==> src/rtl/snd_rst_pkg.sv <==
// Shared state type, default timing constants and stage indices for the sound-subsystem reset sequencer.
package snd_rst_pkg;

   typedef enum logic [1:0] {
      HOLD,
      RELEASE,
      RUN
   } seq_state_e;

   localparam int HOLD_CYC_DEF = 16;
   localparam int GAP_CYC_DEF  = 8;
   localparam int WDT_CYC_DEF  = 200;

   localparam int STG_CODEC = 0;
   localparam int STG_DSP   = 1;
   localparam int STG_BUS   = 2;

   // A zero cycle count would never hit its terminal value, so it is stretched to one.
   function automatic int eff_cyc(input int cyc);
      return (cyc < 1) ? 1 : cyc;
   endfunction

endpackage

==> src/rtl/rst_sequencer_if.sv <==
// Software-request handshake and staged reset outputs between the sequencer (master) and its consumers (slave).
interface rst_sequencer_if #(
   parameter int N_STAGES = 3
);
   logic                sw_rst_req;
   logic                sw_rst_ack;
   logic [N_STAGES-1:0] stage_rst_n;
   logic                seq_busy;

   modport master (
      input  sw_rst_req,
      output sw_rst_ack,
      output stage_rst_n,
      output seq_busy
   );

   modport slave (
      output sw_rst_req,
      input  sw_rst_ack,
      input  stage_rst_n,
      input  seq_busy
   );
endinterface

==> src/rtl/rst_seq_wdt.sv <==
// Run-time watchdog for the reset sequencer: counts RUN cycles between kicks and raises a sticky trip flag.
module rst_seq_wdt
   import snd_rst_pkg::*;
#(
   parameter int CNT_W   = 8,
   parameter int WDT_CYC = WDT_CYC_DEF
) (
   input  logic baseclk,
   input  logic reset_pre1,
   input  logic run,
   input  logic kick,
   output logic trip,
   output logic fired
);

   localparam logic [CNT_W-1:0] WDT_LAST = CNT_W'(eff_cyc(WDT_CYC) - 1);

   logic [CNT_W-1:0] cnt;

   // A kick on the timeout cycle takes precedence over the trip.
   assign trip = run & ~kick & (cnt == WDT_LAST);

   always_ff @(posedge baseclk or negedge reset_pre1) begin
      if (!reset_pre1) begin
         cnt   <= '0;
         fired <= 1'b0;
      end else begin
         if (!run || kick || trip) cnt <= '0;
         else                      cnt <= cnt + 1'b1;
         if (trip) fired <= 1'b1;
      end
   end

endmodule

==> src/rtl/rst_sequencer.sv <==
// Staged reset-release sequencer for codec, DSP and host bridge; RST_SEQ_WDT_EN adds a RUN-time watchdog.
// N_STAGES must be at least 2.
module rst_sequencer
   import snd_rst_pkg::*;
#(
   parameter int N_STAGES = 3,
   parameter int HOLD_CYC = HOLD_CYC_DEF,
   parameter int GAP_CYC  = GAP_CYC_DEF,
   parameter int CNT_W    = 8,
   parameter int WDT_CYC  = WDT_CYC_DEF
) (
   input  logic             baseclk,
   input  logic             reset_pre1,
   rst_sequencer_if.master  seq
`ifdef RST_SEQ_WDT_EN
   ,
   input  logic             wdt_kick,
   output logic             wdt_fired
`endif
);

   localparam int               IDX_W     = (N_STAGES > 1) ? $clog2(N_STAGES) : 1;
   localparam logic [CNT_W-1:0] HOLD_LAST = CNT_W'(eff_cyc(HOLD_CYC) - 1);
   localparam logic [CNT_W-1:0] GAP_LAST  = CNT_W'(eff_cyc(GAP_CYC) - 1);
   localparam logic [IDX_W-1:0] IDX_LAST  = IDX_W'(N_STAGES - 1);

   seq_state_e          state;
   logic [CNT_W-1:0]    cnt;
   logic [IDX_W-1:0]    idx;
   logic [N_STAGES-1:0] stage_q;
   logic                busy_q;
   logic                ack_q;
   logic                sw_flag;
   logic                req_q;
   logic                req_edge;
   logic                wdt_trip;
   logic                restart;

   assign req_edge = seq.sw_rst_req & ~req_q;
   assign restart  = req_edge | wdt_trip;

`ifdef RST_SEQ_WDT_EN
   rst_seq_wdt #(
      .CNT_W   (CNT_W),
      .WDT_CYC (WDT_CYC)
   ) u_wdt (
      .baseclk    (baseclk),
      .reset_pre1 (reset_pre1),
      .run        (state == RUN),
      .kick       (wdt_kick),
      .trip       (wdt_trip),
      .fired      (wdt_fired)
   );
`else
   assign wdt_trip = 1'b0;
`endif

   // NOTE: state and outputs use non-blocking assignments with an asynchronous reset, so a
   // reset_pre1 assertion forces every output low/idle immediately, even mid-sequence.
   always_ff @(posedge baseclk or negedge reset_pre1) begin
      if (!reset_pre1) begin
         state   <= HOLD;
         cnt     <= '0;
         idx     <= '0;
         stage_q <= '0;
         busy_q  <= 1'b1;
         ack_q   <= 1'b0;
         sw_flag <= 1'b0;
         req_q   <= 1'b0;
      end else begin
         req_q <= seq.sw_rst_req;
         ack_q <= 1'b0;
         if (restart) begin
            state   <= HOLD;
            cnt     <= '0;
            idx     <= '0;
            stage_q <= '0;
            busy_q  <= 1'b1;
            if (req_edge) sw_flag <= 1'b1;
         end else begin
            case (state)
               HOLD: begin
                  if (cnt == HOLD_LAST) begin
                     cnt     <= '0;
                     idx     <= '0;
                     stage_q <= N_STAGES'(1);
                     state   <= RELEASE;
                  end else begin
                     cnt <= cnt + 1'b1;
                  end
               end
               RELEASE: begin
                  // Shifting a one in from the bottom keeps the release order monotonic.
                  if (cnt == GAP_LAST) begin
                     cnt     <= '0;
                     idx     <= idx + 1'b1;
                     stage_q <= {stage_q[N_STAGES-2:0], 1'b1};
                     if ((idx + 1'b1) == IDX_LAST) begin
                        state   <= RUN;
                        busy_q  <= 1'b0;
                        ack_q   <= sw_flag;
                        sw_flag <= 1'b0;
                     end
                  end else begin
                     cnt <= cnt + 1'b1;
                  end
               end
               RUN: begin
                  stage_q <= '1;
               end
               default: begin
                  state <= HOLD;
               end
            endcase
         end
      end
   end

   assign seq.stage_rst_n = stage_q;
   assign seq.seq_busy    = busy_q;
   assign seq.sw_rst_ack  = ack_q;

endmodule

==> src/flat_wrapper.sv <==
// flat-port wrapper written by rule: the top's interface ports become plain ports
module rst_sequencer_flat import snd_rst_pkg::*;
#(
   parameter int N_STAGES = 3,
   parameter int HOLD_CYC = HOLD_CYC_DEF,
   parameter int GAP_CYC  = GAP_CYC_DEF,
   parameter int CNT_W    = 8,
   parameter int WDT_CYC  = WDT_CYC_DEF
)
  (baseclk, reset_pre1, seq_sw_rst_req, seq_sw_rst_ack, seq_stage_rst_n, seq_seq_busy);
  rst_sequencer_if #(.N_STAGES(N_STAGES)) seq_i ();
  input  logic baseclk;
  input  logic reset_pre1;
  input wire logic [$bits(seq_i.sw_rst_req)-1:0] seq_sw_rst_req;
  output wire logic [$bits(seq_i.sw_rst_ack)-1:0] seq_sw_rst_ack;
  output wire logic [$bits(seq_i.stage_rst_n)-1:0] seq_stage_rst_n;
  output wire logic [$bits(seq_i.seq_busy)-1:0] seq_seq_busy;
  assign seq_i.sw_rst_req = seq_sw_rst_req;
  assign seq_sw_rst_ack = seq_i.sw_rst_ack;
  assign seq_stage_rst_n = seq_i.stage_rst_n;
  assign seq_seq_busy = seq_i.seq_busy;
  rst_sequencer #(.N_STAGES(N_STAGES), .HOLD_CYC(HOLD_CYC), .GAP_CYC(GAP_CYC), .CNT_W(CNT_W), .WDT_CYC(WDT_CYC)) u_core (.baseclk(baseclk), .reset_pre1(reset_pre1), .seq(seq_i));
endmodule
==> config.mk <==
export PLATFORM = sky130hd
export DESIGN_NAME = rst_sequencer_flat
export DESIGN_NICKNAME = d
export VERILOG_FILES = /design/src/rtl/snd_rst_pkg.sv /design/src/rtl/rst_sequencer_if.sv /design/src/rtl/rst_seq_wdt.sv /design/src/rtl/rst_sequencer.sv /design/src/flat_wrapper.sv
export SDC_FILE = /design/constraint.sdc
export NUM_CORES = 1
export LEC_CHECK = 0
export ABC_CLOCK_PERIOD_IN_PS = 2900
export CAP_MARGIN = 20
export CORE_MARGIN = 4
export CORE_UTILIZATION = 34
export DETAILED_ROUTE_END_ITERATION = 10
export GPL_TIMING_DRIVEN = 0
export PLACE_DENSITY_LB_ADDON = 0.2
export SYNTH_ARGS = -nofsm -noshare
export SYNTH_HDL_FRONTEND = slang
export SYNTH_SLANG_ARGS = --single-unit
==> constraint.sdc <==
create_clock -name baseclk -period 2.9 [get_ports baseclk]
set_input_delay 0.58 -clock baseclk [delete_from_list [all_inputs] [get_ports baseclk]]
set_output_delay 0.58 -clock baseclk [all_outputs]
set_load 0.01 [all_outputs]
# Yosys cells after proc, flatten, opt, wreduce, memory -nomap -nowiden
# Index checks and enable logic that the tools add are counted.
[op_classes]
add_sub_neg = 2
eq_ne = 9
muxes = 25
bitwise = 2
reduce_logical = 10
[op_table]
columns = ["op", "count"]
rows = [
  ["$mux W8", 3],
  ["$pmux W8 S2", 1],
  ["$mux W2", 7],
  ["$mux W3", 3],
  ["$ne A3 B1 Y1 const B", 3],
  ["$pmux W3 S3", 1],
  ["$reduce_and A3 Y1", 3],
  ["$add A8 B1 Y8 const B", 1],
  ["$eq A8 B3 Y1 const B", 1],
  ["$eq A8 B4 Y1 const B", 1],
  ["$mux W1", 8],
  ["$pmux W2 S3", 1],
  ["$reduce_bool A2 Y1", 3],
  ["$eq A2 B2 Y1 const B", 2],
  ["$pmux W2 S2", 1],
  ["$reduce_and A4 Y1", 1],
  ["$reduce_bool A4 Y1", 1],
  ["$reduce_bool A3 Y1", 1],
  ["$add A2 B1 Y2 const B", 1],
  ["$eq A2 B1 Y1 const B", 1],
  ["$logic_not A2 Y1", 1],
  ["$ne A2 B1 Y1 const B", 1],
  ["$and A1 B1 Y1", 1],
  ["$not A1 Y1", 1],
]
[word_totals]
register_bits = 19
in_bits = 3
out_inout_bits = 5
elab_cells = 56

# Depth between registers and ports, before layout
# Gate-level depths: netlist of the first run.
[logic_depth]
word_depth = 6
depth_mapped = 7
ltp_nobuf = 6

# Worst setup path after synthesis of the first run
# Ideal clock, no wire load.
[synth_timing]
path_kind = "register to register"
from = "register u_core.cnt[4]"
to = "register u_core.stage_q[1], in the netlist u_core.seq.stage_rst_n[1]"
setup_ns = 0.128
arrival_ns = 1.592
required_time_ns = 2.772
path_slack_ns = 1.181
stages_incl_launch_ff = 5
period_less_slack_ns = 1.719
cell_sequence = "dfrtp_1 > or4_4 > o211ai_2 > o221ai_2 > mux2_1"
[synth_via]
elab_chain_len = 3
elab_cells_between_ends = 5
[synth_rtl]
columns = ["item", "line_no", "source"]
rows = [
  ["start, declared", "rst_sequencer.sv:28", "logic [CNT_W-1:0] cnt;"],
  ["start signal, assigned", "rst_sequencer.sv:89", "cnt <= cnt + 1'b1;"],
  ["start signal, assigned", "rst_sequencer.sv:105", "cnt <= cnt + 1'b1;"],
  ["$eq A8 B3 Y1 or $eq A8 B4 Y1 (tied branches)", "rst_sequencer.sv:94, rst_sequencer.sv:83", ""],
  ["$ne A3 B1 Y1 (no line)", "-", ""],
  ["$reduce_and A3 Y1 (no line) *", "-", ""],
  ["end signal, assigned", "rst_sequencer.sv:97", "stage_q <= {stage_q[N_STAGES-2:0], 1'b1};"],
  ["end, declared", "rst_sequencer.sv:30", "logic [N_STAGES-1:0] stage_q;"],
]
# Every way passes the cells marked *; elsewhere a longest branch is shown, timed or not.
# A chain may end at the register's enable or synchronous reset.

# Final worst setup path of the first run
[layout_timing]
from = "register u_core.state[1]"
to = "register u_core.cnt[7]"
[layout_via]
elab_chain_len = 3
elab_cells_between_ends = 5
[layout_rtl]
columns = ["item", "line_no", "source"]
rows = [
  ["start, declared", "rst_sequencer.sv:27", "seq_state_e state;"],
  ["start signal, assigned", "rst_sequencer.sv:62", "state <= HOLD;"],
  ["start signal, assigned", "rst_sequencer.sv:74", "state <= HOLD;"],
  ["start signal, assigned", "rst_sequencer.sv:87", "state <= RELEASE;"],
  ["$eq A2 B1 Y1 or $logic_not A2 Y1 (tied branches)", "rst_sequencer.sv:81", "case (state)"],
  ["$pmux W8 S2", "rst_sequencer.sv:81", ""],
  ["$mux W8", "rst_sequencer.sv:73", "if (restart) begin"],
]
# Parallel ways exist; a longest one is shown, timed or not.

==> flow_summary.toml, run 1 <==
[status]
status = "complete, no violations"

[synthesis]
muxShareOfSynthArea_pct = 2.08
synth_top_family_by_area = "compound AO/OA/AOI/OAI gates"
yosysTopAreaCellShare_pct = 41.5
syn_area_per_cell_sq_um = 9.95
synthCells = 109
synth_ff_type = "dfrtp_1"
synth-xor-area-share_pct = 3.23
netlist_area_sq_um = 1080
post-synth-top-area-cell = "dfrtp_1"
synth_fa_ha_area_share_pct = 8.07
synth-simple-area-share_pct = 17.4
synthArstFlopShare_pct = 100
synth-compound-area-share_pct = 22.1
ys_seq_area_share_pct = 43.9
ys_ff_latch = 19
synth_cell_types = 37
synth_nets = 119
yosys-top-cells-area = "dfrtp_1, ha_1, o21ai_0, o311ai_0, dfstp_2"
synth-edff-count = 0
yosysWarnings = 0

[sta]
slew_headroom_pct = 43.0
period_needed_ps = 2020
tightest_slew_ps = 853
finalSetupViolations = 0
fin_tns_setup_ps = 0
rsz0062_at_grt = "false"
fin_crit_sh_pct = 69.5
hold_viol_final = 0
fmax_ghz = 0.496
setup_ws_ps = 885
clock_skew_ps = 9.83
maxSlewViolCount = 0

[power_and_ir_drop]
leakagePower_uw = 0.000511
peakVddDrop_uv = 314
power.density_nw_per_um2 = 588
power_uw = 728

[worst_setup_path]
arrival_ps = 2250
cp_common_cell = "inv_1"
worstSetupEndpointType = "flop"
startpoint_type = "flop"
worstSetupPathType = "reg -> reg"
crit_required_ps = 3130
worstPathMaxFanout = 10
slowest_stage = "dfrtp_1"
cp_cell_sequence = "inv_1 > ha_1 > clkbuf_1 > inv_1 > a21oi_2 > o21ai_0 > o211ai_1"
max_stage_delay_ps = 410

[floorplanning]
start_util_pct = 35.5
die_y_microns = 64.5
fp.coreArea_sq_um = 3050
dieArea_sq_um = 4160
die_x_microns = 64.5
ioPinCount = 8
rows = 20

[cts]
htreeDepth = 1
numCtsBuffers = 3
clock_latency_ps = 300
tritoncts = "done"
hold_buffers = 0
clkTransAtPathRegs_ps = 120
post-cts-setup-buffer-count = 0
cts_resized = 0
clock-sinks = 19
cts_root_buf = "clkbuf_4"
cts_buffer_depth = 2

[grt]
grt_pass1_vias = 798
gr-total-overflow = 0
grt_max_degree = 20
grtUsageTotal_pct = 11.5
antenna_found_initial = 0
grt_pass1_wl_microns = 3730

[final_layout]
nNetsFinal = 131
areaGrowthSynthToFinish_pct = 14.1
diodes = 0
layout_common_cells = "dfrtp_1, o21ai_0"
final_common_cell = "dfrtp_1"
drive_gt1_share_pct = 10.0
fill_cells = 318
stdcell_count = 164

[route]
via_per_inst = 5.22
drt_first_iter_violations = 13
wl_per_cell_microns = 13.0
drtPass1Iterations = 4
vias = 856
wl_microns = 2130
antenna_left = 0
drcViolationCount = 0

[place]
dp_hpwl_microns = 1600
portBuffers = 7
dp.cells = 160
gp_congestion = 0.811
preCtsSetupSlack_ps = 629

[hold_path]
hp-class = "reg -> reg"

[job]
drv_cap = 0
area by class of cell:
| type | count | area (sq um) | share of cell area, % |
|---|---|---|---|
| Buffer | 2 | 7.51 | 0.607 |
| Clock buffer | 3 | 22.5 | 1.82 |
| Clock inverter | 1 | 5.00 | 0.404 |
| Inverter | 7 | 26.3 | 2.12 |
| Multi-Input combinational cell | 81 | 574 | 46.4 |
| Sequential cell | 19 | 477 | 38.5 |
| Tap cell | 44 | 55.1 | 4.45 |
| Timing Repair Buffer | 7 | 70.1 | 5.66 |
cell usage after synthesis, types with 2 or more instances:
library cell   n
xnor2_1        3
a21o_1         2
dfrtp_1       18
nor3_1         4
mux2_1         2
ha_1           7
nor2b_1        3
nand3_1        4
clkbuf_1       2
nor2_1         7
inv_1          7
o211ai_1       3
o21ai_0        8
nand2_1        7
nand4_1        2
o311ai_0       4
o2bb2ai_1      2
a21oi_1        5
critical path: cells and delay by family, from the launching register on:
| family | cells | cell delay, ps |
|---|---|---|
| fa+ha+maj | 1 | 200 |
| flops | 1 | 410 |
| compound gates | 3 | 750 |
| buf+inv | 3 | 590 |
registers in the layout (all words and copies together) (netlist names):
name / cells
u_core.cnt: 8
u_core.seq.stage_rst_n: 3
u_core.idx: 2
u_core.state: 2
u_core.req_q: 1
u_core.seq.seq_busy: 1
u_core.seq.sw_rst_ack: 1
u_core.sw_flag: 1
kinds of logic after synthesis:
logic type	count (synthesis)
multiplexers	2
XOR/XNOR	4
buffers and inverters	9
adder cells (fa/ha/maj)	7
AND/OR/NAND/NOR	35
flip-flops	19
AO/OA/AOI/OAI	33
stage by stage:
stage | utilization [%] | hold WS, ps | instance area [sq um]
4_1_cts | 40.5 | 495 | 1240
6_report | 40.5 | 488 | 1240
3_3_place_gp | 39.6 | 460 | 1210
2_1_floorplan | - | 284 | 1080
3_5_place_dp | 39.6 | 466 | 1210
5_1_grt | 40.5 | 521 | 1240
path summary, 6_finish.rpt:
check | start | endpoint | slack, ps | cells past startpoint
worst max-delay path | u_core.state[1] | u_core.cnt[7] | 880 | 7
worst min register to register | u_core.sw_flag | u_core.sw_flag | 490 | 1
worst max register to register | u_core.state[1] | u_core.cnt[7] | 880 | 7
worst min-delay path | u_core.sw_flag | u_core.sw_flag | 490 | 1
min in group asynchronous | reset_pre1 | u_core.cnt[7] | 750 | 1
max in group asynchronous | reset_pre1 | u_core.cnt[4] | 1620 | 1
layer usage:
layer	wire length, microns	part of all wire, %	track usage (%)	vias to the layer above
met4	27	1.3	2.37	0
li1	-	-	-	421
met2	960	45	17.5	18
met5	0	0	0	-
met3	118	5.5	4.16	4
met1	1030	48	15.8	413
power by group:
group / leakage [uW] / internal (uW) / switching [uW] / total [uW]
registers: 0.000248 / 301 / 42.2 / 343
logic: 0.000245 / 98.1 / 151 / 249
clock network: 0.0000177 / 51.4 / 84.1 / 135
total: 0.000511 / 450 / 277 / 728
Power figures use the tool's default switching activity.
==> run 2, diff against run 1 <==
Settings changed: ABC_CLOCK_PERIOD_IN_PS 2900 to 2000.
Clock period 2.9 ns to 2 ns, I/O delays scaled along.
==> run 2 against run 1 <==
  * Power up 46%
  * Via count down 1.5%
  * Hold slack about the same
  * Critical endpoint is now u_core.seq.stage_rst_n[1]
  * Highest routed layer unchanged
==> flow_summary.toml, run 2 (same netlist as run 1, synthesis figures left out) <==
[power_and_ir_drop]
peakVddDrop_uv = 454
power_uw = 1060
leakagePower_uw = 0.000513
power.density_nw_per_um2 = 855

[worst_setup_path]
startpoint = "u_core.cnt[4]"
worstPathMaxFanout = 6
crit_family = "simple AND/OR/NAND/NOR gates"
critPathBufInv = 0
slowest_stage = "or4_4"
max_stage_delay_ps = 560
r2r_start = "u_core.cnt[4]"
r2r_setup_slack_ps = 160
r2r_cells = 4
cp-endpoint = "u_core.seq.stage_rst_n[1]"
cp_cell_sequence = "or4_4 > o211ai_2 > o221ai_2 > mux2_1"
arrival_ps = 2030
worst-path-stages = 4
crit_required_ps = 2190
startpoint_type = "flop"
worstSetupPathType = "reg -> reg"
worst_r2r_endpoint = "u_core.seq.stage_rst_n[1]"
worstSetupEndpointType = "flop"

[final_layout]
diodes = 0
drive_gt1_share_pct = 12.5
largest_reg_flops = 8
regArea_sq_um = 477
layout_common_cells = "dfrtp_1, inv_1, nand2_1, o21ai_0, clkdlybuf4s50_1"
utilization_pct = 40.7
multi_input_area_sq_um = 579
fill_cells = 316
areaGrowthSynthToFinish_pct = 14.6
top_register = "u_core.cnt"
nNetsFinal = 131
final_common_cell = "dfrtp_1"
stdcell_count = 164

[place]
dp.cells = 160
preCtsSetupSlack_ps = -91.4
gp_congestion = 0.811
dp_hpwl_microns = 1600
portBuffers = 7

[cts]
numCtsBuffers = 3
htreeDepth = 1
clock_latency_ps = 300
tritoncts = "done"
cts_resized = 0
clock-sinks = 19
cts_buffer_depth = 2
cts_root_buf = "clkbuf_4"
hold_buffers = 0
post-cts-setup-buffer-count = 0
clkTransAtPathRegs_ps = 110

[sta]
rsz0062_at_grt = "false"
fmax_ghz = 0.544
slew_headroom_pct = 42.8
tightest_slew_ps = 856
finalSetupViolations = 0
setup_ws_ps = 161
period_needed_ps = 1840
clock_skew_ps = 8.23
hold_viol_final = 0
fin_tns_setup_ps = 0
maxSlewViolCount = 0
fin_crit_sh_pct = 91.9

[route]
drtPass1Iterations = 4
via_per_inst = 5.14
drcViolationCount = 0
drt_first_iter_violations = 15
wl_per_cell_microns = 13.0
vias = 843
wl_microns = 2130
antenna_left = 0

[floorplanning]
rows = 20
dieArea_sq_um = 4160
start_util_pct = 35.5
ioPinCount = 8
fp.coreArea_sq_um = 3050
die_y_microns = 64.5
die_x_microns = 64.5

[job]
drv_cap = 0

[grt]
grtUsageTotal_pct = 11.5
grt_pass1_wl_microns = 3730
grt_max_degree = 20
grt_pass1_vias = 798
antenna_found_initial = 0
gr-total-overflow = 0

[hold_path]
hp-class = "reg -> reg"

[status]
status = "complete, no violations"
## run 2: worst min path at each step
stage          cells after the start      startpoint             end
2_1_floorplan                      0      reset_pre1   u_core.cnt[0]
4_1_cts                            1  u_core.sw_flag  u_core.sw_flag
5_1_grt                            1  u_core.sw_flag  u_core.sw_flag
6_report                           1  u_core.sw_flag  u_core.sw_flag
3_5_place_dp                       1  u_core.sw_flag  u_core.sw_flag
3_3_place_gp                       1  u_core.sw_flag  u_core.sw_flag
## run 2: metal layers
| metal | up-vias | routed length [microns] | global-route usage (%) |
|---|---|---|---|
| met4 | 0 | 18 | 2.37 |
| met1 | 407 | 1040 | 15.8 |
| met5 | - | 0 | 0 |
| li1 | 422 | - | - |
| met2 | 12 | 970 | 17.5 |
| met3 | 2 | 102 | 4.16 |
## run 2: metrics by stage
step                      instance area (sq um)  hold slack (ps)
after floorplan                            1080              104
after global placement                     1210              460
after detailed placement                   1210              466
after CTS                                  1240              495
after global routing                       1240              521
final                                      1240              488
## run 2: worst reg2reg max path, cell delays in order (launching register included)
cell and delay, ps:
dfrtp_1 460, or4_4 560, o211ai_2 220, o221ai_2 160, mux2_1 330
## run 2: cell type report
type,instances,share of cell area (%)
Clock buffer,3,1.81
Timing Repair Buffer,7,5.63
Buffer,2,0.704
Clock inverter,1,0.402
Multi-Input combinational cell,81,46.6
Sequential cell,19,38.3
Tap cell,44,4.43
Inverter,7,2.11
## run 2: power breakdown
| part | internal (uW) | total (uW) | leakage [uW] | switching (uW) |
|---|---|---|---|---|
| clock | 74.6 | 196 | 0.0000177 | 122 |
| combinational | 148 | 370 | 0.000248 | 222 |
| sequential | 436 | 498 | 0.000248 | 61.4 |
| total | 659 | 1060 | 0.000513 | 405 |
==> run 3, diff against run 2 <==
Settings changed: CAP_MARGIN 20 to 25.
==> results of run 3 <==
No change in the layout: final DEF, timing and power equal those of run 2.
==> edit: new RTL, settings of run 2 <==
Make the reset (`reset_pre1`) synchronous in one clocked block. Comments in the files are not updated.
--- a/src/rtl/rst_sequencer.sv
+++ b/src/rtl/rst_sequencer.sv
@@ -58,5 +58,5 @@
    // NOTE: state and outputs use non-blocking assignments with an asynchronous reset, so a
    // reset_pre1 assertion forces every output low/idle immediately, even mid-sequence.
-   always_ff @(posedge baseclk or negedge reset_pre1) begin
+   always_ff @(posedge baseclk) begin
       if (!reset_pre1) begin
          state   <= HOLD;
Behaviour: no difference found for any inputs over 10 cycles, from zero or initial values and one cycle with reset_pre1 low; that may be too few to reach the edited logic, so the function may still have changed.
==> edit against run 2 <==
Utilization increased by 0.19 points; die area decreased by 8.0%; sequential cell count unchanged; wire length decreased by 18%; design area decreased by 9.3%; non-clock buffer count increased by 3; sequential share of layout area decreased by 4.6 points; setup slack improved by 0.081 ns; area after synthesis decreased by 9.1%; critical path type unchanged; largest cell class unchanged.
Power is not compared: it rests on default switching activity, and its combinational part moved more than twofold at a synthesized area within 25%.
==> edit: results (changes against run 2) <==
metric;value;unit;change
status;complete, no violations;;
Min-Delay Startpoint;u_core.sw_flag$_SDFFE_PN0P_;;
Nets;135;;+3.1%
Commonest cells post-synth;dfxtp_1, nand2_1, nor2_1;;
Seq/Total Area, Yosys;0.3858;;-0.05366
worst hold endpoint;u_core.seq.sw_rst_ack$_SDFF_PP0_;;
Avg WL per Cell;11.31;microns;-13%
fillers;290;;-8.2%
largest net degree at the start of global routing;12;;-40%
Post-synth ARST share;0;;-1.000
DP HPWL;1310;microns;-18%
vias in the first global route;738;;-7.5%
# resized after CTS;0;;unchanged
DRT iter0 DRCs;5;;-10
Final GP Congestion;0.7558;;-6.8%
Worst VDD drop;385.7;uV;
Fmax;568.8;MHz;+4.6%
crit path DAT;1.96;ns;-0.07 ns
Syn Area/Cell;8.725;sq um;-12%
CTS clk-pin slew, worst paths;0.11;ns;about the same
Max clock buf depth;2;;unchanged
vias per cell;4.832;;-6.0%
fraction of layout cells with a size suffix above 1;0.08065;;-0.04435
R2R Path Start;u_core.cnt[0]$_SDFFE_PP0P_;;
Crit path max-delay family;simple AND/OR/NAND/NOR gates;;
top cells by area, synth;dfxtp_1, ha_1, nand2_1;;
hold crit path type;flip-flop to flip-flop;;
Worst path max stage delay;0.43;ns;-0.13 ns
Reg with most FFs;u_core.cnt;;
synth unique cells;29;;-22%
leakage power;0.4477;nW;
syn nets;123;;+3.4%
Max Fanout on Critical Path;8;;+2
R2R depth;6;;+2
GRT Resource Usage Total;0.1126;;-0.002734
Worst Tran Pin Value;0.4829;ns;-0.3729 ns
end of the worst register-to-register path;u_core.state[1]$_SDFFE_PP0P_;;
crit path max-delay cell type;or4_1;;
WS Path Type;flip-flop to flip-flop;;
Critical Path End;u_core.state[1]$_SDFFE_PP0P_;;
H-tree levels;1;;unchanged
Reg2Reg Setup Slack;0.24;ns;+0.08 ns
cell count after placement;151;;-5.6%
worst hold path cell count;2;;+1
hold_ws;0.4347;ns;-0.05323 ns
Net Sw Frac;0.2264;;
first-pass GRT wire length;3215;microns;-14%
Worst Clk Skew;0.01008;ns;+0.001853 ns
vias after detailed routing;749;;-11%
## edit: layout make-up
type | instances | area share
Buffer | 5 | 0.01996
Clock buffer | 3 | 0.01996
Clock inverter | 1 | 0.004435
Inverter | 6 | 0.01996
Multi-Input combinational cell | 83 | 0.5022
Sequential cell | 19 | 0.3370
Tap cell | 31 | 0.03437
Timing Repair Buffer | 7 | 0.06208
## edit: tightest hold or removal path, cell delays in order (launching register included)
cell and delay (ns):
dfxtp_1 0.32, nand2_1 0.05, nor2_1 0.03
## edit: kinds of logic after synthesis
| family | after synthesis | synth area share |
|---|---|---|
| AOI/OAI and AO/OA | 20 | 0.1447 |
| xor gates and xnor gates | 7 | 0.06218 |
| adders and majority gates | 7 | 0.08883 |
| buffers and inverters | 11 | 0.04314 |
| DFF | 19 | 0.3858 |
| muxes | 4 | 0.04061 |
| and+or+nand+nor | 45 | 0.2348 |
## edit: per-stage QoR
stage	instance area [sq um]	util	setup WS, ns
after global routing	1129	0.4093	0.08955
after detailed placement	1095	0.3970	0.0004647
final	1129	0.4093	0.2421
after floorplan	985.9	-	0.3758
after CTS	1122	0.4070	0.07293
after global placement	1095	0.3970	0.04682
## edit: power by group through the flow
stage	clock network (mW)	logic (mW)	registers, mW
2_1_floorplan	0	0.0187	0.396
3_3_place_gp	0	0.0284	0.397
3_5_place_dp	0	0.0289	0.397
4_1_cts	0.200	0.0290	0.388
5_1_grt	0.218	0.0339	0.389
6_report	0.191	0.0289	0.388
## edit: routing by layer
layer / up-vias / GRT usage / wire, microns
li1: 411 / - / -
met1: 328 / 0.1413 / 864
met2: 6 / 0.1809 / 817
met3: 4 / 0.03306 / 40
met4: 0 / 0.04545 / 31
met5: - / 0 / 0
